## src/rtl/edge_frame_sequencer.sv

```systemverilog
// edge_frame_sequencer: frame-timing controller for the Edge pixel pipeline.
// Pulls pixels from an upstream valid/ready source and emits the Pixel/Frame/Line
// stream with horizontal and vertical blanking. After the last line it waits out
// the Edge pipeline latency and then reports the completed frame.
//
// Ports:
//   Clk, Reset          clock and synchronous active-high reset
//   Start, Continuous   frame start (taken in IDLE) and back-to-back mode (taken in DONE)
//   SrcPixel/SrcValid   upstream pixel data and its valid flag
//   SrcReady            combinational; high during ACTIVE slots
//   PixelOut/FrameOut/LineOut  registered stream to Edge, one cycle after each slot
//   Busy, Done          busy status and one-cycle frame-complete pulse
//   Underrun            sticky flag; the source missed an ACTIVE slot
//   FrameCount          count of completed frames (wraps)
module edge_frame_sequencer #(
    parameter int unsigned WIDTH    = 640,
    parameter int unsigned HEIGHT   = 480,
    parameter int unsigned HBLANK   = 16,
    parameter int unsigned VBLANK   = 4,
    parameter int unsigned PIPE_LAT = 9
) (
    input  logic        Clk,
    input  logic        Reset,
    input  logic        Start,
    input  logic        Continuous,
    input  logic [7:0]  SrcPixel,
    input  logic        SrcValid,
    output logic        SrcReady,
    output logic [7:0]  PixelOut,
    output logic        FrameOut,
    output logic        LineOut,
    output logic        Busy,
    output logic        Done,
    output logic        Underrun,
    output logic [15:0] FrameCount
);

    localparam int unsigned PIX_W = 8;
    localparam int unsigned CNT_W = 16;
    localparam int unsigned XW    = (WIDTH  > 1) ? $clog2(WIDTH)  : 1;
    localparam int unsigned YW    = (HEIGHT > 1) ? $clog2(HEIGHT) : 1;
    localparam int unsigned BMAX_HV = (HBLANK > VBLANK) ? HBLANK : VBLANK;
    localparam int unsigned BMAX    = (BMAX_HV > PIPE_LAT) ? BMAX_HV : PIPE_LAT;
    localparam int unsigned BW    = (BMAX > 1) ? $clog2(BMAX) : 1;

    typedef enum logic [2:0] {
        S_IDLE,
        S_ACTIVE,
        S_HBLANK,
        S_VBLANK,
        S_DRAIN,
        S_DONE
    } state_e;

    state_e             state_q, state_d;
    logic [XW-1:0]      x_q, x_d;
    logic [YW-1:0]      y_q, y_d;
    logic [BW-1:0]      b_q, b_d;
    logic [PIX_W-1:0]   pixel_q, pixel_d;
    logic               frame_q, frame_d;
    logic               line_q, line_d;
    logic               busy_q, busy_d;
    logic               done_q, done_d;
    logic               underrun_q, underrun_d;
    logic [CNT_W-1:0]   frame_count_q, frame_count_d;

    // State and output registers; reset overrides everything, including mid-frame.
    always_ff @(posedge Clk) begin
        if (Reset) begin
            state_q       <= S_IDLE;
            x_q           <= '0;
            y_q           <= '0;
            b_q           <= '0;
            pixel_q       <= '0;
            frame_q       <= 1'b0;
            line_q        <= 1'b0;
            busy_q        <= 1'b0;
            done_q        <= 1'b0;
            underrun_q    <= 1'b0;
            frame_count_q <= '0;
        end else begin
            state_q       <= state_d;
            x_q           <= x_d;
            y_q           <= y_d;
            b_q           <= b_d;
            pixel_q       <= pixel_d;
            frame_q       <= frame_d;
            line_q        <= line_d;
            busy_q        <= busy_d;
            done_q        <= done_d;
            underrun_q    <= underrun_d;
            frame_count_q <= frame_count_d;
        end
    end

    // Next-state, counters and registered stream outputs.
    always_comb begin
        state_d       = state_q;
        x_d           = x_q;
        y_d           = y_q;
        b_d           = b_q;
        pixel_d       = '0;
        frame_d       = 1'b0;
        line_d        = 1'b0;
        done_d        = 1'b0;
        underrun_d    = underrun_q;
        frame_count_d = frame_count_q;

        case (state_q)
            S_IDLE: begin
                if (Start) begin
                    state_d    = S_ACTIVE;
                    x_d        = '0;
                    y_d        = '0;
                    b_d        = '0;
                    underrun_d = 1'b0;
                end
            end
            S_ACTIVE: begin
                // Edge cannot stall: a missing pixel becomes a zero slot and timing moves on.
                pixel_d = SrcValid ? SrcPixel : '0;
                frame_d = (x_q == '0) && (y_q == '0);
                line_d  = (x_q == '0);
                if (!SrcValid) begin
                    underrun_d = 1'b1;
                end
                if (x_q == XW'(WIDTH - 1)) begin
                    x_d     = '0;
                    b_d     = '0;
                    state_d = (y_q == YW'(HEIGHT - 1)) ? S_VBLANK : S_HBLANK;
                end else begin
                    x_d = x_q + XW'(1);
                end
            end
            S_HBLANK: begin
                if (b_q == BW'(HBLANK - 1)) begin
                    state_d = S_ACTIVE;
                    b_d     = '0;
                    y_d     = y_q + YW'(1);
                end else begin
                    b_d = b_q + BW'(1);
                end
            end
            S_VBLANK: begin
                if (b_q == BW'(VBLANK - 1)) begin
                    state_d = S_DRAIN;
                    b_d     = '0;
                end else begin
                    b_d = b_q + BW'(1);
                end
            end
            S_DRAIN: begin
                // Count and flag are updated on entry so they line up with the DONE cycle.
                if (b_q == BW'(PIPE_LAT - 1)) begin
                    state_d       = S_DONE;
                    b_d           = '0;
                    done_d        = 1'b1;
                    frame_count_d = frame_count_q + CNT_W'(1);
                end else begin
                    b_d = b_q + BW'(1);
                end
            end
            S_DONE: begin
                if (Continuous) begin
                    state_d = S_ACTIVE;
                    x_d     = '0;
                    y_d     = '0;
                end else begin
                    state_d = S_IDLE;
                end
            end
            default: begin
                state_d = S_IDLE;
            end
        endcase

        busy_d = (state_d != S_IDLE);
    end

    assign SrcReady   = (state_q == S_ACTIVE);
    assign PixelOut   = pixel_q;
    assign FrameOut   = frame_q;
    assign LineOut    = line_q;
    assign Busy       = busy_q;
    assign Done       = done_q;
    assign Underrun   = underrun_q;
    assign FrameCount = frame_count_q;

endmodule

```

## config.mk

```make
export PLATFORM = sky130hd
export DESIGN_NAME = edge_frame_sequencer
export DESIGN_NICKNAME = d
export VERILOG_FILES = /design/src/rtl/edge_frame_sequencer.sv
export SDC_FILE = /design/constraint.sdc
export NUM_CORES = 1
export LEC_CHECK = 0
export CAP_MARGIN = 20
export CORE_ASPECT_RATIO = 0.75
export CORE_MARGIN = 5
export CORE_UTILIZATION = 30
export CTS_CLUSTER_SIZE = 40
export DETAILED_ROUTE_END_ITERATION = 7
export PLACE_DENSITY = 0.61
export SLEW_MARGIN = 0
export SYNTH_ARGS = -nofsm -noshare
export SYNTH_HDL_FRONTEND = slang
export SYNTH_SLANG_ARGS = --single-unit
export TNS_END_PERCENT = 50
```

## constraint.sdc

```tcl
create_clock -name Clk -period 2.01 [get_ports Clk]
set_input_delay 0.3015 -clock Clk [delete_from_list [all_inputs] [get_ports Clk]]
set_output_delay 0.3015 -clock Clk [all_outputs]
set_load 0.005 [all_outputs]
```

After elaboration in Yosys (flattened, before gate mapping) --
Cells that the tools add are included.
Storage, ports and cells: bits in registers 55, bits of input ports 13, output and inout port bits 30, word-level logic and storage cells 76
Cells by class: add/subtract/negate cells 4, equal/unequal tests 15, muxes and demuxes 26, bitwise operators 3, reduce and logical (&&, ||, !) cells 17
Operator list (count):
- $mux 10 | 3
- $pmux 10 s3 | 1
- $mux 9 | 3
- $pmux 9 s3 | 1
- $mux 4 | 5
- $pmux 4 s5 | 1
- $pmux 3 s6 | 1
- $add 16x1->16 const B | 1
- $mux 3 | 5
- $add 10x1->10 const B | 1
- $eq 10x10->1 const B | 1
- $logic_not 10->1 | 1
- $add 9x1->9 const B | 1
- $eq 9x9->1 const B | 1
- $logic_not 9->1 | 1
- $reduce_and 3->1 | 3
- $reduce_bool 3->1 | 3
- $eq 4x4->1 const B | 2
- $ne 2x2->1 const B | 4
- $eq 3x2->1 const B | 2
- $eq 3x3->1 const B | 2
- $mux 1 | 5
- $reduce_bool 5->1 | 1
- $add 4x1->4 const B | 1
- other kinds (12) | 15

Logic depth before layout (Yosys ltp) --
Gate-level depths: netlist (run 1).
word-level depth 5, gate-level depth with buffers 8, depth with buffers taken out 7

Worst setup path before layout (run 1) --
Ideal clock, no wire load.
kind reg-to-reg, from register b_q[0], to register busy_q (netlist: Busy), library setup time 127 ps, data arrival time 1754 ps, required time 1883 ps, setup slack 129 ps, stages on the path, launching flop included 9, buffers on the path 1, period minus slack after synthesis 1881 ps, cell sequence dfxtp_1 -> inv_1 -> ha_1 -> and3b_1 -> and2_1 -> buf_6 -> o41ai_4 -> o21ai_2 -> or3_1
Between the ends: longest elaborated chain between the ends 4, elaborated cells on any way between the ends 8, those cells by class eq/ne: 3; mux: 4; reduce/logical: 1
Ends and longest elaborated chain:
- from (decl) | RTL line 58 | logic [BW-1:0] b_q, b_d;
- from (signal assigned) | RTL line 73 | b_q <= '0;
- from (signal assigned) | RTL line 85 | b_q <= b_d;
- $eq 4x4->1 (tied with other cells) | RTL line 154 | if (b_q == BW'(PIPE_LAT - 1)) begin
- $mux 3 (on tied branches) | RTL line 154, 136, 145
- $pmux 3 s6 (*) | RTL line 109 | case (state_q)
- $reduce_bool 3->1 (*) | RTL line 177 | busy_d = (state_d != S_IDLE);
- to (signal assigned) | RTL line 89 | busy_q <= busy_d;
- to (decl) | RTL line 62 | logic busy_q, busy_d;
Mark *: on every way between the ends. The rest lies on a longest branch, timed or not. A chain may end at the register's enable or synchronous reset.

Worst setup path in the final report (run 1) --
from register state_q[2], to register busy_q (netlist: Busy)
Between the ends: longest elaborated chain between the ends 3, elaborated cells on any way between the ends 13, those cells by class eq/ne: 5; mux: 6; reduce/logical: 2
Ends and longest elaborated chain:
- from (decl) | RTL line 55 | state_e state_q, state_d;
- from (signal assigned) | RTL line 82 | state_q <= state_d;
- $eq 3x3->1 (tied with other cells) | RTL line 109
- $pmux 3 s6 (*) | RTL line 109
- $reduce_bool 3->1 (*) | RTL line 177
Marked as above.

==> results.md, run 1 <==
* CP max FO at 12
* # setup viols final at 0
* Net count after synthesis at 303
* Final setup skew at 6.17 ps
* Total Wirelength at 5.54 mm
* Post-synthesis xor/xnor area fraction at 8.99%
* Total Power at 2.15 mW
* Clk slew on worst S/H paths at 70 ps
* Gr ovfl total at 0
* Post-Synth Simple-Gate Area at 27.4%
* Post-synthesis cell count at 283
* Antenna cells at 0
* Commonest non-fill, non-tap cell in the layout: dfxtp_1
* Net count, final at 357
* Die X at 116 um
* Clock buffer depth at 2
* Gr busiest metal: met2
* Min Hold Slack at 480 ps
* FP Rows at 29
* Final ANT Viol Nets at 0
* TritonCTS clock tree: done
* Max-Cap Viols at 0
* Top-area cell type share of the netlist area at 43.5%
* Vias per inst at 4.66
* DRT iter0 DRCs at 118
* IO Count at 43
* Setup TNS at 0 ps
* Worst-margin pin slew at 407 ps
* Primary FF master, synth: dfxtp_1
* Critical path arrival at 2090 ps
* Post-synth EDFFs at 0
* Syn_area_per_cell at 8.95 um2
* Vert. Die Dim at 89.6 um
* Met3 global-route usage at 1.74%
* Tcrit/Tclk final at 95.5%
* Hold Crit Class: reg2reg
* Area growth, synth to finish at 30.7%
* CP Capture Type: register
* Main combinational cell family by area after synthesis: simple AND/OR/NAND/NOR gates
* Post-placement cell area at 3130 um2
* Routed vias at 2078
* Clk sink count at 55
* Worst Setup SP: state_q[2]
* Routability cong. at 0.790
* Critical R2R Launch: state_q[2]
* Initial core utilization at 30.3%
* Peak supply drop at 0.319 mV
* Per-cell routed wire length at 12.4 um
* Synth Area in Adders at 3.46%
* Global routing usage on met1 at 15.3%
* Worst Setup Start Kind: register
* Unrepaired setup endpoints after global routing: false
* Post-detail-place hpwl at 4.13 mm
* Initial antenna violation count at 0
* Multiplexer share of the synthesized area at 1.19%
* Dominant cells by area after synthesis: dfxtp_1 43%, xor2_1 6.2%, nor2_1 5.6%
* Final non-filler cell area at 3310 um2
* First-pass GRT wire length at 9.40 mm
* Largest net degree at the start of global routing at 23
* Tot GR Track Use at 11.0%
* Hold wc startpoint: b_q[1]
* Sequential-to-total area share from yosys stat at 43.5%
* Slew headroom at 72.8%
* Synth warnings at 0
* Lkg Pwr at 1.21 nW
* Core area at 8350 um2
* FF+latch count, synth at 55
* Port Buffers at 42
* Power per cell area at 650 nW/um2
* Cell Area, Synth at 2530 um2
* Asr flop ratio synth at 0%
* Synth cell types at 45
* Die ar. at 10400 um2
* Post-Route Utilization at 39.7%
* H-Tree Depth at 2
* Critical path required time at 2180 ps
* Clk root buf: clkbuf_16
* DRC at 0
* Number of global-route vias before repair at 1980
* Share of cells above drive strength 1 at 11.8%
* Most frequent cells in the layout: 51 x dfxtp_1, 42 x clkdlybuf4s50_1, 37 x nor2_1
* DR pass1 iterations at 4
* Cts bufs inserted at 5
* Status: finished, final reports clean
* Max Slew Vio Count at 0
* Final hold violation count at 0
* Tmin final at 1920 ps
* Clock Latency Late Sink at 290 ps
* Critical setup path kind: reg2reg
* # hold bufs at CTS at 0
* Compound-gate portion of the synthesized area at 10.4%
* Met2 Track Usage GR at 18.1%
* Largest area contributor in the netlist: dfxtp_1
* Fmax at 521 MHz
path summary, 6_finish.rpt:
kind	endpoint	slack [ps]	cells after the start
max	Busy	90	7
min	b_q[1]	480	2
max reg2reg	Busy	90	7
min reg2reg	b_q[1]	480	2
logic make-up (layout without fill, tap and decap cells):
| group | count (synthesis) | in the layout |
|---|---|---|
| buffers and inverters | 27 | 82 |
| and+or+nand+nor | 127 | 127 |
| DFF | 55 | 55 |
| adders and majority gates | 7 | 7 |
| AOI/OAI and AO/OA | 38 | 38 |
| muxes | 3 | 3 |
| xor gates and xnor gates | 26 | 26 |
synthesized netlist by cell type, types with 2 or more instances:
| cell | n |
|---|---|
| o2111ai_1 | 5 |
| o21ai_0 | 11 |
| nor2_1 | 38 |
| nand4_1 | 9 |
| and2_1 | 12 |
| dfxtp_1 | 55 |
| and4_1 | 2 |
| nor3_1 | 8 |
| inv_1 | 15 |
| or3_1 | 7 |
| nor2b_1 | 2 |
| and3_1 | 8 |
| a21oi_1 | 11 |
| nor4b_1 | 3 |
| ha_1 | 7 |
| nand2_1 | 14 |
| buf_2 | 2 |
| clkbuf_1 | 6 |
| nor4_1 | 3 |
| buf_6 | 3 |
| mux2i_1 | 3 |
| xor2_1 | 18 |
| xnor2_1 | 8 |
| or2_2 | 2 |
| a31oi_1 | 2 |
| nand3_1 | 10 |
cell type report:
| class | instances | area [um2] |
|---|---|---|
| clock buffer | 5 | 125 |
| sequential | 55 | 1110 |
| inverter | 15 | 56.3 |
| multi-input combinational | 201 | 1310 |
| tap | 108 | 135 |
| timing repair buffer | 59 | 552 |
| clock inverter | 3 | 20.0 |
| fill | 842 | 5030 |
flip-flops by register name, indices dropped and copies added (netlist names):
register	count
FrameCount	16
Underrun	1
state_q	3
x_q	10
b_q	4
PixelOut	8
FrameOut	1
LineOut	1
y_q	9
Busy	1
Done	1
report_power, final:
part	switching [mW]	total (mW)	leakage, nW	internal (mW)
clock	0.395	0.855	0.0658	0.460
sequential	0.0145	1.12	0.447	1.11
combinational	0.0808	0.176	0.700	0.0957
total	0.491	2.15	1.21	1.66
timing repair:
item,CTS,global route
pin swaps,0,1
setup buffers,0,2
gates resized for setup,1,10
hold endpoints to repair,0,0
endpoints found under the setup margin,1,11
metal layers:
metal / vias to the layer above / wire length [um]
met5: - / 0
met4: 0 / 27
met3: 2 / 74
met2: 8 / 2640
met1: 984 / 2800
li1: 1084 / -
metrics by stage:
step / worst slack (ps) / cells
2_1_floorplan: 129 / 283
3_3_place_gp: -53.3 / 436
3_5_place_dp: -86.0 / 436
4_1_cts: 19.4 / 444
5_1_grt: 8.32 / 446
6_report: 90.1 / 446
worst max-delay path, cell delays in order (launching register included):
cell and delay (ps):
dfxtp_4 380, and2b_1 200, nor4b_4 130, buf_6 150, buf_4 140, o41ai_4 320, o21ai_2 100, or3_4 390
No activity file was read; power rests on OpenSTA's default activity.
==> run 2: changes to the inputs <==
--- a/config.mk
+++ b/config.mk
@@ -9,9 +9,10 @@
 export CORE_ASPECT_RATIO = 0.75
 export CORE_MARGIN = 5
 export CORE_UTILIZATION = 30
+export CTS_BUF_LIST = sky130_fd_sc_hd__clkbuf_4 sky130_fd_sc_hd__clkbuf_8 sky130_fd_sc_hd__clkbuf_16
 export CTS_CLUSTER_SIZE = 40
 export DETAILED_ROUTE_END_ITERATION = 7
-export PLACE_DENSITY = 0.61
+export PLACE_DENSITY = 0.53
 export SLEW_MARGIN = 0
 export SYNTH_ARGS = -nofsm -noshare
 export SYNTH_HDL_FRONTEND = slang
==> results.md, run 2 (synthesis gave the netlist of run 1 again) <==
* Die ar. at 10400 um2
* Max Slew Vio Count at 0
* Most frequent cells in the layout: 53 x dfxtp_1, 42 x clkdlybuf4s50_1, 38 x nor2_1
* First-pass GRT wire length at 9.32 mm
* Commonest non-fill, non-tap cell in the layout: dfxtp_1
* CP max FO at 8
* Vias per inst at 4.72
* DR pass1 iterations at 4
* R2R Setup Slk at 140 ps
* H-Tree Depth at 2
* Post-detail-place hpwl at 4.18 mm
* Tcrit/Tclk final at 94.3%
* Total Power at 2.27 mW
* Tot GR Track Use at 11.1%
* Max FFs per register at 16
* Status: finished, final reports clean
* Critical path required time at 1710 ps
* Final WS setup at 115 ps
* Clk sink count at 55
* Lkg Pwr at 1.22 nW
* DRT iter0 DRCs at 105
* Core area at 8350 um2
* Final setup skew at 4.40 ps
* Tmin final at 1900 ps
* Largest net degree at the start of global routing at 26
* Unrepaired setup endpoints after global routing: true
* Clock Latency Late Sink at 290 ps
* Area growth, synth to finish at 31.0%
* Antenna cells at 0
* DRC at 0
* Final hold violation count at 0
* Final non-filler cell area at 3320 um2
* Number of global-route vias before repair at 1969
* Cts bufs inserted at 5
* Final ANT Viol Nets at 0
* Max-Cap Viols at 0
* Critical setup path kind: reg2out
* Per-cell routed wire length at 12.4 um
* # setup viols final at 0
* Initial antenna violation count at 0
* Vert. Die Dim at 89.6 um
* Fmax at 528 MHz
* Power per cell area at 684 nW/um2
* Critical path arrival at 1590 ps
* # hold bufs at CTS at 0
* Net count, final at 357
* Worst-margin pin slew at 732 ps
* Slew headroom at 51.0%
* Post-placement cell area at 3140 um2
* Routed vias at 2100
* Clock buffer depth at 2
* TritonCTS clock tree: done
* Port Buffers at 42
* CP Capture Type: output pin
* Worst Setup Start Kind: register
* Peak supply drop at 0.285 mV
* Initial core utilization at 30.3%
* Hold Crit Class: reg2reg
* Clk slew on worst S/H paths at 70 ps
* FP Rows at 29
* Setup WS pre-CTS at -110 ps
* Gr ovfl total at 0
* Setup TNS at 0 ps
* Die X at 116 um
* Routability cong. at 0.745
* Share of cells above drive strength 1 at 10.7%
* Post-CTS Setup Inserts at 0
* Total Wirelength at 5.54 mm
* Clk root buf: clkbuf_16
* Min Hold Slack at 479 ps
* Fillers at 841
* IO Count at 43
## run 2: cell count changes in the layout (fill, tap and decap cells not counted), sizes merged
cell	change
bufinv	+1
clkbuf	+1
clkinv	-1
clkinvlp	-2
## run 2: routing by layer
layer / share of wire, % / wire length (um) / track usage, % / vias up
met4: 1.5 / 82 / 3.48 / 0
met2: 43 / 2370 / 16.7 / 25
met1: 53 / 2930 / 16.2 / 984
met3: 2.7 / 149 / 2.01 / 6
li1: - / - / - / 1085
met5: 0 / 0 / 0 / -
## run 2: power by group
part | switching (mW) | leakage [nW] | internal [mW]
Sequential | 0.00940 | 0.445 | 1.11
Clock | 0.376 | 0.0803 | 0.595
Combinational | 0.0846 | 0.699 | 0.0963
Total | 0.470 | 1.22 | 1.80
## run 2: path summary, 6_finish.rpt
| path | from | end | cells past startpoint |
|---|---|---|---|
| setup reg to reg | b_q[1] | Busy | 6 |
| hold reg to reg | b_q[1] | b_q[1] | 2 |
| hold / removal | b_q[1] | b_q[1] | 2 |
| setup / recovery | state_q[1] | SrcReady | 3 |
## run 2: cell type report
| type | count | area [um2] | share of cell area [%] |
|---|---|---|---|
| clock buffers | 6 | 133 | 4.00 |
| clock inverters | 1 | 30.0 | 0.905 |
| multi-input cells | 201 | 1310 | 39.5 |
| inverters | 15 | 56.3 | 1.70 |
| well taps | 108 | 135 | 4.07 |
| flip-flops and latches | 55 | 1100 | 33.3 |
| repair buffers | 59 | 548 | 16.5 |
## run 2: timing repair
item                       4_1_cts  5_1_grt
setup endpoints to repair        0        9
gates resized for setup          0        5
hold endpoints to repair         0        0
## run 2: metrics by stage
step | std cells | utilization, %
global route | 445 | 39.7
global placement | 438 | 37.6
CTS | 445 | 39.6
detailed placement | 438 | 37.6
finish | 445 | 39.7
floorplan | 283 | -
## run 2: worst max-delay path, stage by stage, from the launching register on
cell             delay [ps]
dfxtp_1                 370
nand2b_1                200
nor2_1                  190
clkdlybuf4s50_1         540
